**src/rtl/fb_pkg.sv**
```systemverilog
// Shared types and defaults for the frame-buffer arbiter slice.
package fb_pkg;

  localparam int FB_AW         = 17;
  localparam int FB_DW         = 9;
  localparam int FB_FIFO_DEPTH = 4;

  typedef enum logic [1:0] {
    ST_IDLE  = 2'd0,
    ST_READ  = 2'd1,
    ST_WRITE = 2'd2
  } arb_state_t;

  // Posted-write entry: address in the upper bits, pixel in the lower bits.
  typedef struct packed {
    logic [FB_AW-1:0] addr;
    logic [FB_DW-1:0] data;
  } fb_entry_t;

endpackage

```
**src/rtl/fb_arbiter_wr_fifo.sv**
```systemverilog
// Small posted-write FIFO with a registered occupancy count.
// Pointers wrap naturally because the depth is a power of two.
module wr_fifo
  import fb_pkg::*;
#(
  parameter int WIDTH = $bits(fb_entry_t),
  parameter int DEPTH = FB_FIFO_DEPTH
) (
  input  logic                       clk,
  input  logic                       rst,
  input  logic                       push,
  input  logic                       pop,
  input  logic [WIDTH-1:0]           din,
  output logic [WIDTH-1:0]           dout,
  output logic                       full,
  output logic                       empty,
  output logic [$clog2(DEPTH):0]     level
);

  localparam int PW = $clog2(DEPTH);
  localparam int LW = PW + 1;

  logic [WIDTH-1:0] mem_q [DEPTH];
  logic [PW-1:0]    wr_ptr_q, wr_ptr_d;
  logic [PW-1:0]    rd_ptr_q, rd_ptr_d;
  logic [LW-1:0]    count_q, count_d;
  logic             push_ok;
  logic             pop_ok;

  assign full    = (count_q == LW'(DEPTH));
  assign empty   = (count_q == '0);
  assign level   = count_q;
  assign dout    = mem_q[rd_ptr_q];
  assign push_ok = push && !full;
  assign pop_ok  = pop && !empty;

  // Advance pointers and the occupancy count for this cycle's push/pop.
  always_comb begin
    wr_ptr_d = wr_ptr_q;
    rd_ptr_d = rd_ptr_q;
    count_d  = count_q;
    if (push_ok) wr_ptr_d = wr_ptr_q + PW'(1);
    if (pop_ok)  rd_ptr_d = rd_ptr_q + PW'(1);
    case ({push_ok, pop_ok})
      2'b10:   count_d = count_q + LW'(1);
      2'b01:   count_d = count_q - LW'(1);
      default: count_d = count_q;
    endcase
  end

  // Pointer and count registers; reset empties the FIFO.
  always_ff @(posedge clk or posedge rst) begin
    if (rst) begin
      wr_ptr_q <= '0;
      rd_ptr_q <= '0;
      count_q  <= '0;
    end else begin
      wr_ptr_q <= wr_ptr_d;
      rd_ptr_q <= rd_ptr_d;
      count_q  <= count_d;
    end
  end

  // Entry storage needs no reset; the count decides what is valid.
  always_ff @(posedge clk) begin
    if (push_ok) mem_q[wr_ptr_q] <= din;
  end

endmodule

```
**src/rtl/fb_arbiter.sv**
```systemverilog
// Frame-buffer port arbiter: display reads always win the single memory
// port, queued writer pixels drain on every cycle the display leaves free.
module fb_arbiter
  import fb_pkg::*;
#(
  parameter int AW         = FB_AW,
  parameter int DW         = FB_DW,
  parameter int FIFO_DEPTH = FB_FIFO_DEPTH
) (
  input  logic                          clk,
  input  logic                          rst,
  input  logic                          disp_rd,
  input  logic [AW-1:0]                 disp_addr,
  output logic                          disp_valid,
  output logic [DW-1:0]                 disp_data,
  input  logic                          wr_valid,
  output logic                          wr_ready,
  input  logic [AW-1:0]                 wr_addr,
  input  logic [DW-1:0]                 wr_data,
  output logic                          mem_en,
  output logic                          mem_we,
  output logic [AW-1:0]                 mem_addr,
  output logic [DW-1:0]                 mem_wdata,
  input  logic [DW-1:0]                 mem_rdata,
  output logic [$clog2(FIFO_DEPTH):0]   fifo_level
);

  arb_state_t        state_q, state_d;
  logic [AW-1:0]     mem_addr_q, mem_addr_d;
  logic [DW-1:0]     mem_wdata_q, mem_wdata_d;
  logic              rd_pipe_q, rd_pipe_d;
  logic              disp_valid_q, disp_valid_d;
  logic [DW-1:0]     disp_data_q, disp_data_d;

  logic              fifo_push;
  logic              fifo_pop;
  logic              fifo_full;
  logic              fifo_empty;
  logic [AW+DW-1:0]  fifo_dout;
  logic [AW-1:0]     head_addr;
  logic [DW-1:0]     head_data;

  // Ready comes only from the registered count, never from wr_valid.
  assign wr_ready  = !fifo_full;
  assign fifo_push = wr_valid && !fifo_full;
  assign fifo_pop  = !disp_rd && !fifo_empty;
  assign head_addr = fifo_dout[AW+DW-1:DW];
  assign head_data = fifo_dout[DW-1:0];

  wr_fifo #(
    .WIDTH (AW + DW),
    .DEPTH (FIFO_DEPTH)
  ) u_wr_fifo (
    .clk   (clk),
    .rst   (rst),
    .push  (fifo_push),
    .pop   (fifo_pop),
    .din   ({wr_addr, wr_data}),
    .dout  (fifo_dout),
    .full  (fifo_full),
    .empty (fifo_empty),
    .level (fifo_level)
  );

  // Pick next memory cycle: display read first, then FIFO head, else idle.
  always_comb begin
    state_d     = ST_IDLE;
    mem_addr_d  = mem_addr_q;
    mem_wdata_d = mem_wdata_q;
    if (disp_rd) begin
      state_d    = ST_READ;
      mem_addr_d = disp_addr;
    end else if (!fifo_empty) begin
      state_d     = ST_WRITE;
      mem_addr_d  = head_addr;
      mem_wdata_d = head_data;
    end
  end

  // Read return: one delay stage to meet the RAM, then capture its data.
  always_comb begin
    rd_pipe_d    = (state_q == ST_READ);
    disp_valid_d = rd_pipe_q;
    disp_data_d  = rd_pipe_q ? mem_rdata : disp_data_q;
  end

  // Arbiter state, memory-port and read-return registers.
  always_ff @(posedge clk or posedge rst) begin
    if (rst) begin
      state_q      <= ST_IDLE;
      mem_addr_q   <= '0;
      mem_wdata_q  <= '0;
      rd_pipe_q    <= 1'b0;
      disp_valid_q <= 1'b0;
      disp_data_q  <= '0;
    end else begin
      state_q      <= state_d;
      mem_addr_q   <= mem_addr_d;
      mem_wdata_q  <= mem_wdata_d;
      rd_pipe_q    <= rd_pipe_d;
      disp_valid_q <= disp_valid_d;
      disp_data_q  <= disp_data_d;
    end
  end

  assign mem_en     = (state_q != ST_IDLE);
  assign mem_we     = (state_q == ST_WRITE);
  assign mem_addr   = mem_addr_q;
  assign mem_wdata  = mem_wdata_q;
  assign disp_valid = disp_valid_q;
  assign disp_data  = disp_data_q;

endmodule

```
**config.mk**
```make
export PLATFORM = sky130hd
export DESIGN_NAME = fb_arbiter
export DESIGN_NICKNAME = d
export VERILOG_FILES = /design/src/rtl/fb_pkg.sv /design/src/rtl/fb_arbiter_wr_fifo.sv /design/src/rtl/fb_arbiter.sv
export SDC_FILE = /design/constraint.sdc
export NUM_CORES = 1
export LEC_CHECK = 0
export ABC_CLOCK_PERIOD_IN_PS = 2470
export CORE_ASPECT_RATIO = 1.4
export CORE_MARGIN = 2
export CORE_UTILIZATION = 35
export DETAILED_ROUTE_END_ITERATION = 10
export GPL_TIMING_DRIVEN = 0
export HOLD_SLACK_MARGIN = 0.02
export PLACE_DENSITY = 0.58
export SLEW_MARGIN = 10
export SYNTH_ARGS = -nofsm -noshare
export SYNTH_HDL_FRONTEND = slang
export SYNTH_SLANG_ARGS = --single-unit
```
**constraint.sdc**
```tcl
create_clock -name clk -period 2.47 [get_ports clk]
set_input_delay 0.494 -clock clk [delete_from_list [all_inputs] [get_ports clk]]
set_output_delay 0.494 -clock clk [all_outputs]
set_load 0.005 [all_outputs]
```
==> metrics, run 1 <==
outcome=finished, violations left; failing checks=DRC; ANT cells=0; # rows=55; CTS tree=built; #FFs+latches synth=150; Slowest Stage Delay on Critical Path=540 ps; Die Wd=113 µm; crit path max-delay cell type=clkdlybuf4s50_1; Cell Area, Synth=5810 µm²; post-synthesis net count=340; WS Path Type=in -> reg; H-tree depth=4; Flop pwr share=0.415; final WL=11800 µm; clock-pin transition on the worst setup and hold timing paths=60 ps; vias=2914; Ys Warns=0; Worst Skew=12.5 ps; CP endpoint kind=register; Yosys top cell area share=0.537; dpl cells=575; LEAKAGE=2.81 nW; share of cells above drive strength 1=0.231; # IOs=98; Clock Path Buffers=2; Final Max Slew Viols=0; DR pass1 iterations=7; Hold Violations, Final=0; WP data arrival=2640 ps; Data required, critical path=2800 ps; # fillers=1403; Hold Buf Count CTS=0; Slew HR=0.474; clock latency on the worst-skew pair=410 ps; grt ovf=0; DR WL/cell=19.4 µm; total track usage=0.141; internal power=6.49 mW; post-synth top area cell=edfxtp_1; Crit path max-delay family=buffers and inverters; reported max-cap violation count=0; Worst setup SP type=input pin; Final #Nets=456; Setup WS post-layout=160 ps; gpl congestion=0.668; Syn-to-layout area delta=31.7%; Critical path buffers and inverters=3; Cell variety after synth=33; DR vias/cell=4.81; net switching power=2.34 mW; initial antenna violation count=0; minimum clock period=2310 ps; largest net degree at the start of global routing=33; PwrDens=1150 nW/µm²; Clock Sinks=150; Root Driver=clkbuf_16; Post-Place Setup Slack=-456 ps; die height=156 µm; Die Area=17700 µm²; syn_area_per_cell=20.9 µm²; Peak VDD IR=0.488 mV; first-pass GRT wire length=18200 µm; Worst Hold Class=reg -> reg; total CTS buffers=17; CP most frequent cell=xor2_1; DRT antenna net count=0; crit path cell chain=clkdlybuf4s50_1 -> or2_4 -> inv_6 -> ha_1 -> inv_1 -> fa_1 -> xor2_1 -> nor2_1 -> xor2_1; Initial Utilization=0.358; vias in the first global route=3281; Setup Buffers After CTS=0; number of DRC markers in iteration 0=154; non-filler cells in the finished layout=606; total power=8.83 mW; CP Max Fanout=19; PortBufs=97; DRC Markers=7; Max Freq=433 MHz; sw frac=0.265; Cells after Synth=278; HPWL after detailed placement=7540 µm; synth top area cells=edfxtp_1, dfrtp_1, mux4_2; Comb pwr share=0.289; RSZ-0062 raised after global routing=no; sequential fraction of the synthesis area=0.735; # setup viols final=0; Final Cycle Share=0.935; worst-margin pin slew=789 ps; clock power share=0.297; Core Area=16200 µm²
## flip-flops by register name (all words and copies together), names as in the netlist
signal / flops
u_wr_fifo.mem_q: 104
disp_data: 9
disp_valid_d: 1
u_wr_fifo.rd_ptr_q: 2
u_wr_fifo.level: 3
u_wr_fifo.wr_ptr_q: 2
disp_valid: 1
mem_wdata: 9
mem_addr: 17
state_q: 2
## per-layer routing
metal,global-route usage,vias up,wire length (µm)
li1,-,1347,-
met1,0.171,1482,4830
met2,0.243,71,6270
met3,0.0349,14,460
met4,0.0563,0,197
met5,0,-,0
## synth_stat cells (all sizes together)
cell type	number
a21o	7
xnor2	3
mux2i	1
mux2	19
xor2	3
and2	1
clkbuf	3
buf	9
nor2	1
or2	2
nor4	1
dfrtp	46
and3	4
nor2b	2
a22o	7
nand2b	11
mux4	26
or3b	1
nor3	2
o221a	10
inv	9
edfxtp	104
ha	5
fa	1
## final cells by class
type | count | area [µm²] | share of cell area
clock inverters | 13 | 173 | 0.0225
flip-flops and latches | 150 | 4270 | 0.558
repair buffers | 98 | 991 | 0.129
well taps | 199 | 249 | 0.0325
plain buffers | 11 | 87.6 | 0.0114
clock buffers | 19 | 433 | 0.0565
inverters | 9 | 38.8 | 0.00506
multi-input cells | 107 | 1410 | 0.184
## power groups by stage
stage                     Combinational (mW)  Clock (mW)  Sequential (mW)
final                                   2.55        2.62             3.66
after CTS                               2.63        2.67             3.67
after floorplan                         1.51           0             3.67
after detailed placement                2.64           0             3.72
after global placement                  2.56           0             3.70
after global routing                    2.78        2.79             3.73
## what timing repair did
| action | CTS | global route |
|---|---|---|
| gates resized for setup | 0 | 1 |
| cloned | 0 | 0 |
| endpoints found under the setup margin | 1 | 1 |
## through the flow
stage                     hold WS, ps  utilization  setup TNS [ps]  instance area [µm²]
after floorplan                   352            -               0                 5810
after global placement            357        0.433          -35430                 7030
after detailed placement          365        0.435           -1170                 7060
after CTS                         376        0.471               0                 7660
after global routing              397        0.472               0                 7660
final                             370        0.472               0                 7660
## kinds of logic (layout without fill, tap and decap cells)
family / after synthesis / count (layout) / synth area share
DFF: 150 / 150 / 0.735
muxes: 46 / 46 / 0.150
and+or+nand+nor: 25 / 25 / 0.0297
AOI/OAI and AO/OA: 24 / 24 / 0.0390
buffers and inverters: 21 / 150 / 0.0226
adders and majority gates: 6 / 6 / 0.0142
xor gates and xnor gates: 6 / 6 / 0.00904
## cells in the final DEF (no fill, tap or decap), types with 2 or more instances in the layout
cell type        instances
ha_1                     5
a21o_1                   7
bufinv_16                3
buf_12                   3
inv_6                    4
a22o_1                   7
clkbuf_1                 5
o221a_1                  5
mux4_2                  19
nand2b_1                11
mux2_4                  10
xor2_1                   3
clkbuf_16               17
nor2b_1                  2
mux4_1                   7
dfrtp_1                 46
o221a_2                  5
and3_2                   4
edfxtp_1               104
buf_2                    5
inv_1                    7
clkinv_4                 3
mux2_2                   9
xnor2_1                  3
clkinvlp_4               4
clkdlybuf4s50_1         97
## worst register-to-register path, stage by stage (launching register included)
cell and delay (ps):
dfrtp_1 470, or3b_4 470, and2_4 190, inv_1 60, ha_1 170, inv_1 60, fa_1 370, xor2_1 150
nor2_1 110, xor2_1 160
## final timing paths
| path | from | end | slack, ps | cells after the start |
|---|---|---|---|---|
| setup / recovery | disp_rd | u_wr_fifo.level[2] | 160 | 9 |
| hold / removal | disp_valid_d | disp_valid | 370 | 0 |
| setup reg to reg | u_wr_fifo.level[0] | u_wr_fifo.level[2] | 190 | 9 |
| hold reg to reg | disp_valid_d | disp_valid | 370 | 0 |
| max in group asynchronous | rst | u_wr_fifo.rd_ptr_q[0] | 1550 | 3 |
| min in group asynchronous | rst | mem_wdata[3] | 400 | 2 |
(Power assumes the default switching activity.)
==> run 2: changes to the inputs <==
CAP_MARGIN = 10   (was unset)
HOLD_SLACK_MARGIN = 0.03   (was 0.02)
==> results of run 2 <==
No change in the layout: final DEF, timing and power equal those of run 1.
==> run 3: changes to the inputs <==
--- a/config.mk
+++ b/config.mk
@@ -11,3 +11,3 @@
 export CORE_MARGIN = 2
-export CORE_UTILIZATION = 35
+export CORE_UTILIZATION = 53
 export DETAILED_ROUTE_END_ITERATION = 10
@@ -15,3 +15,3 @@
 export HOLD_SLACK_MARGIN = 0.03
-export PLACE_DENSITY = 0.58
+export PLACE_DENSITY = 0.81
 export SLEW_MARGIN = 10
==> constraint.sdc (replaced) <==
create_clock -name clk -period 2.47 [get_ports clk]
set_input_delay 0.3705 -clock clk [delete_from_list [all_inputs] [get_ports clk]]
set_output_delay 0.3705 -clock clk [all_outputs]
set_load 0.005 [all_outputs]
==> metrics, run 3 (same netlist as run 1, synthesis figures left out) <==
# IOs=98 (unchanged); Critical path buffers and inverters=2 (was 3); Root Driver=clkbuf_16 (unchanged); Comb pwr share=0.283 (was 0.289); PwrDens=1180 nW/µm² (was 1150 nW/µm²); CP endpoint kind=register (unchanged); Worst Hold Class=in -> async (was reg -> reg); largest net degree at the start of global routing=34 (was 33); total power=8.96 mW (was 8.83 mW); RSZ-0062 raised after global routing=no (unchanged); Hold Violations, Final=0 (unchanged); share of cells above drive strength 1=0.243 (was 0.231); Final Cycle Share=0.927 (was 0.935); initial antenna violation count=0 (unchanged); clock-pin transition on the worst setup and hold timing paths=60 ps (about the same); Slowest Stage Delay on Critical Path=470 ps (was 540 ps); most common cell after layout, fill and taps aside=edfxtp_1 (unchanged); Die Area=11800 µm² (was 17700 µm²); sw frac=0.261 (was 0.265); Worst setup SP type=register (was input pin); DR WL/cell=20.2 µm (was 19.4 µm); Crit path max-delay family=simple AND/OR/NAND/NOR gates (was buffers and inverters); reported max-cap violation count=0 (unchanged); total CTS buffers=17 (unchanged); # setup viols final=0 (unchanged); total track usage=0.200 (was 0.141); DR pass1 iterations=4 (was 7); grt ovf=0 (unchanged); Die Wd=92.5 µm (was 113 µm); LEAKAGE=2.82 nW (was 2.81 nW); Clock Path Buffers=2 (unchanged); final WL=11000 µm (was 11800 µm); HPWL after detailed placement=6800 µm (was 7540 µm); PortBufs=97 (unchanged); clock latency on the worst-skew pair=410 ps (about the same); clock power share=0.305 (was 0.297); Flop pwr share=0.412 (was 0.415); # rows=45 (was 55); dpl cells=517 (was 575); outcome=completed (was finished, violations left); Core Area=10800 µm² (was 16200 µm²); non-filler cells in the finished layout=548 (was 606); Peak VDD IR=0.611 mV (was 0.488 mV); WP data arrival=2620 ps (was 2640 ps); gpl congestion=0.735 (was 0.668); max reg flops=104 (unchanged); vias=3006 (was 2914); Max Freq=437 MHz (was 433 MHz); internal power=6.63 mW (was 6.49 mW); DRT antenna net count=0 (unchanged); crit path cell chain=or3b_4 -> and2_4 -> inv_1 -> ha_1 -> inv_1 -> fa_1 -> xor2_1 -> nor2_1 -> xor2_1 (was clkdlybuf4s50_1 -> or2_4 -> inv_6 -> ha_1 -> inv_1 -> fa_1 -> xor2_1 -> nor2_1 -> xor2_1); Initial Utilization=0.541 (was 0.358); Data required, critical path=2800 ps (about the same); Final #Nets=456 (unchanged); Syn-to-layout area delta=31.1% (was 31.7%); Clock Sinks=150 (unchanged); DR vias/cell=5.49 (was 4.81); die height=128 µm (was 156 µm); worst-margin pin slew=800 ps (was 789 ps); CTS tree=built (unchanged); Worst Skew=7.60 ps (was 12.5 ps); DRC Markers=0 (was 7); H-tree depth=4 (unchanged); ANT cells=0 (unchanged); number of DRC markers in iteration 0=191 (was 154); minimum clock period=2290 ps (was 2310 ps); post-route setup TNS=0 ps (unchanged); Slew HR=0.462 (was 0.474); most frequent cells in the layout=edfxtp_1, clkdlybuf4s50_1, dfrtp_1, mux4_2, clkbuf_16 (unchanged); vias in the first global route=3139 (was 3281); WS Path Type=reg -> reg (was in -> reg); Final Max Slew Viols=0 (unchanged); CP Max Fanout=6 (was 19); net switching power=2.34 mW (about the same); crit path max-delay cell type=dfrtp_2 (was clkdlybuf4s50_1); first-pass GRT wire length=17000 µm (was 18200 µm); Reg with most FFs=u_wr_fifo.mem_q (unchanged)
## run 3: cell types whose count changed in the layout (fill, tap and decap cells not counted), moves of 2 or more
cell,before,now
clkbuf_1,5,3
dfrtp_1,46,43
dfrtp_2,0,3
inv_6,4,2
## run 3: power by group through the flow
| stage | Combinational, mW | Sequential [mW] | Clock [mW] |
|---|---|---|---|
| final | 2.53 | 3.69 | 2.74 |
| after global placement | 2.48 | 3.69 | 0 |
| after floorplan | 1.51 | 3.67 | 0 |
| after detailed placement | 2.56 | 3.72 | 0 |
| after global routing | 2.73 | 3.75 | 2.90 |
| after CTS | 2.58 | 3.69 | 2.77 |
## run 3: final timing paths
check,start,end,slack (ps),depth (start not counted)
max,u_wr_fifo.level[0],u_wr_fifo.level[2],180,9
min,rst,mem_addr[6],250,2
max reg2reg,u_wr_fifo.level[0],u_wr_fifo.level[2],180,9
min reg2reg,disp_valid_d,disp_valid,380,0
max in group asynchronous,rst,u_wr_fifo.level[1],1710,3
min in group clk,disp_valid_d,disp_valid,380,0
## run 3: routing by layer
layer | vias to the layer above | part of all wire | track usage
met3 | 12 | 0.034 | 0.0441
met1 | 1562 | 0.40 | 0.234
met2 | 88 | 0.55 | 0.361
met4 | 0 | 0.014 | 0.0729
li1 | 1344 | - | -
met5 | - | 0 | 0
## run 3: worst register-to-register path: stages (launching register included)
cell,delay (ps)
dfrtp_2,470
or3b_4,450
and2_4,190
inv_1,50
ha_1,180
inv_1,70
fa_1,380
xor2_1,150
nor2_1,110
xor2_1,160
## run 3: layout make-up
cell class	count	area, µm²
Tap cell	141	176
Clock buffer	18	439
Timing Repair Buffer	98	991
Clock inverter	14	200
Fill cell	691	3130
Multi-Input combinational cell	107	1410
Buffer	11	87.6
Inverter	9	36.3
Sequential cell	150	4280
## run 3: repair_timing
action                     in CTS  in global routing
setup endpoints to repair       0                  1
hold buffers                    0                  0
gates resized for setup         0                  3
setup buffers                   0                  0
hold endpoints to repair        0                  0
## run 3: per-stage QoR
step            util  setup WS, ps  cell area, µm²  hold slack (ps)
5_1_grt        0.709          73.5            7620              271
6_report       0.709           179            7620              252
3_5_place_dp   0.650          -322            6990              373
3_3_place_gp   0.647          -253            6960              356
2_1_floorplan      -           337            5810              352
4_1_cts        0.709          34.0            7620              244
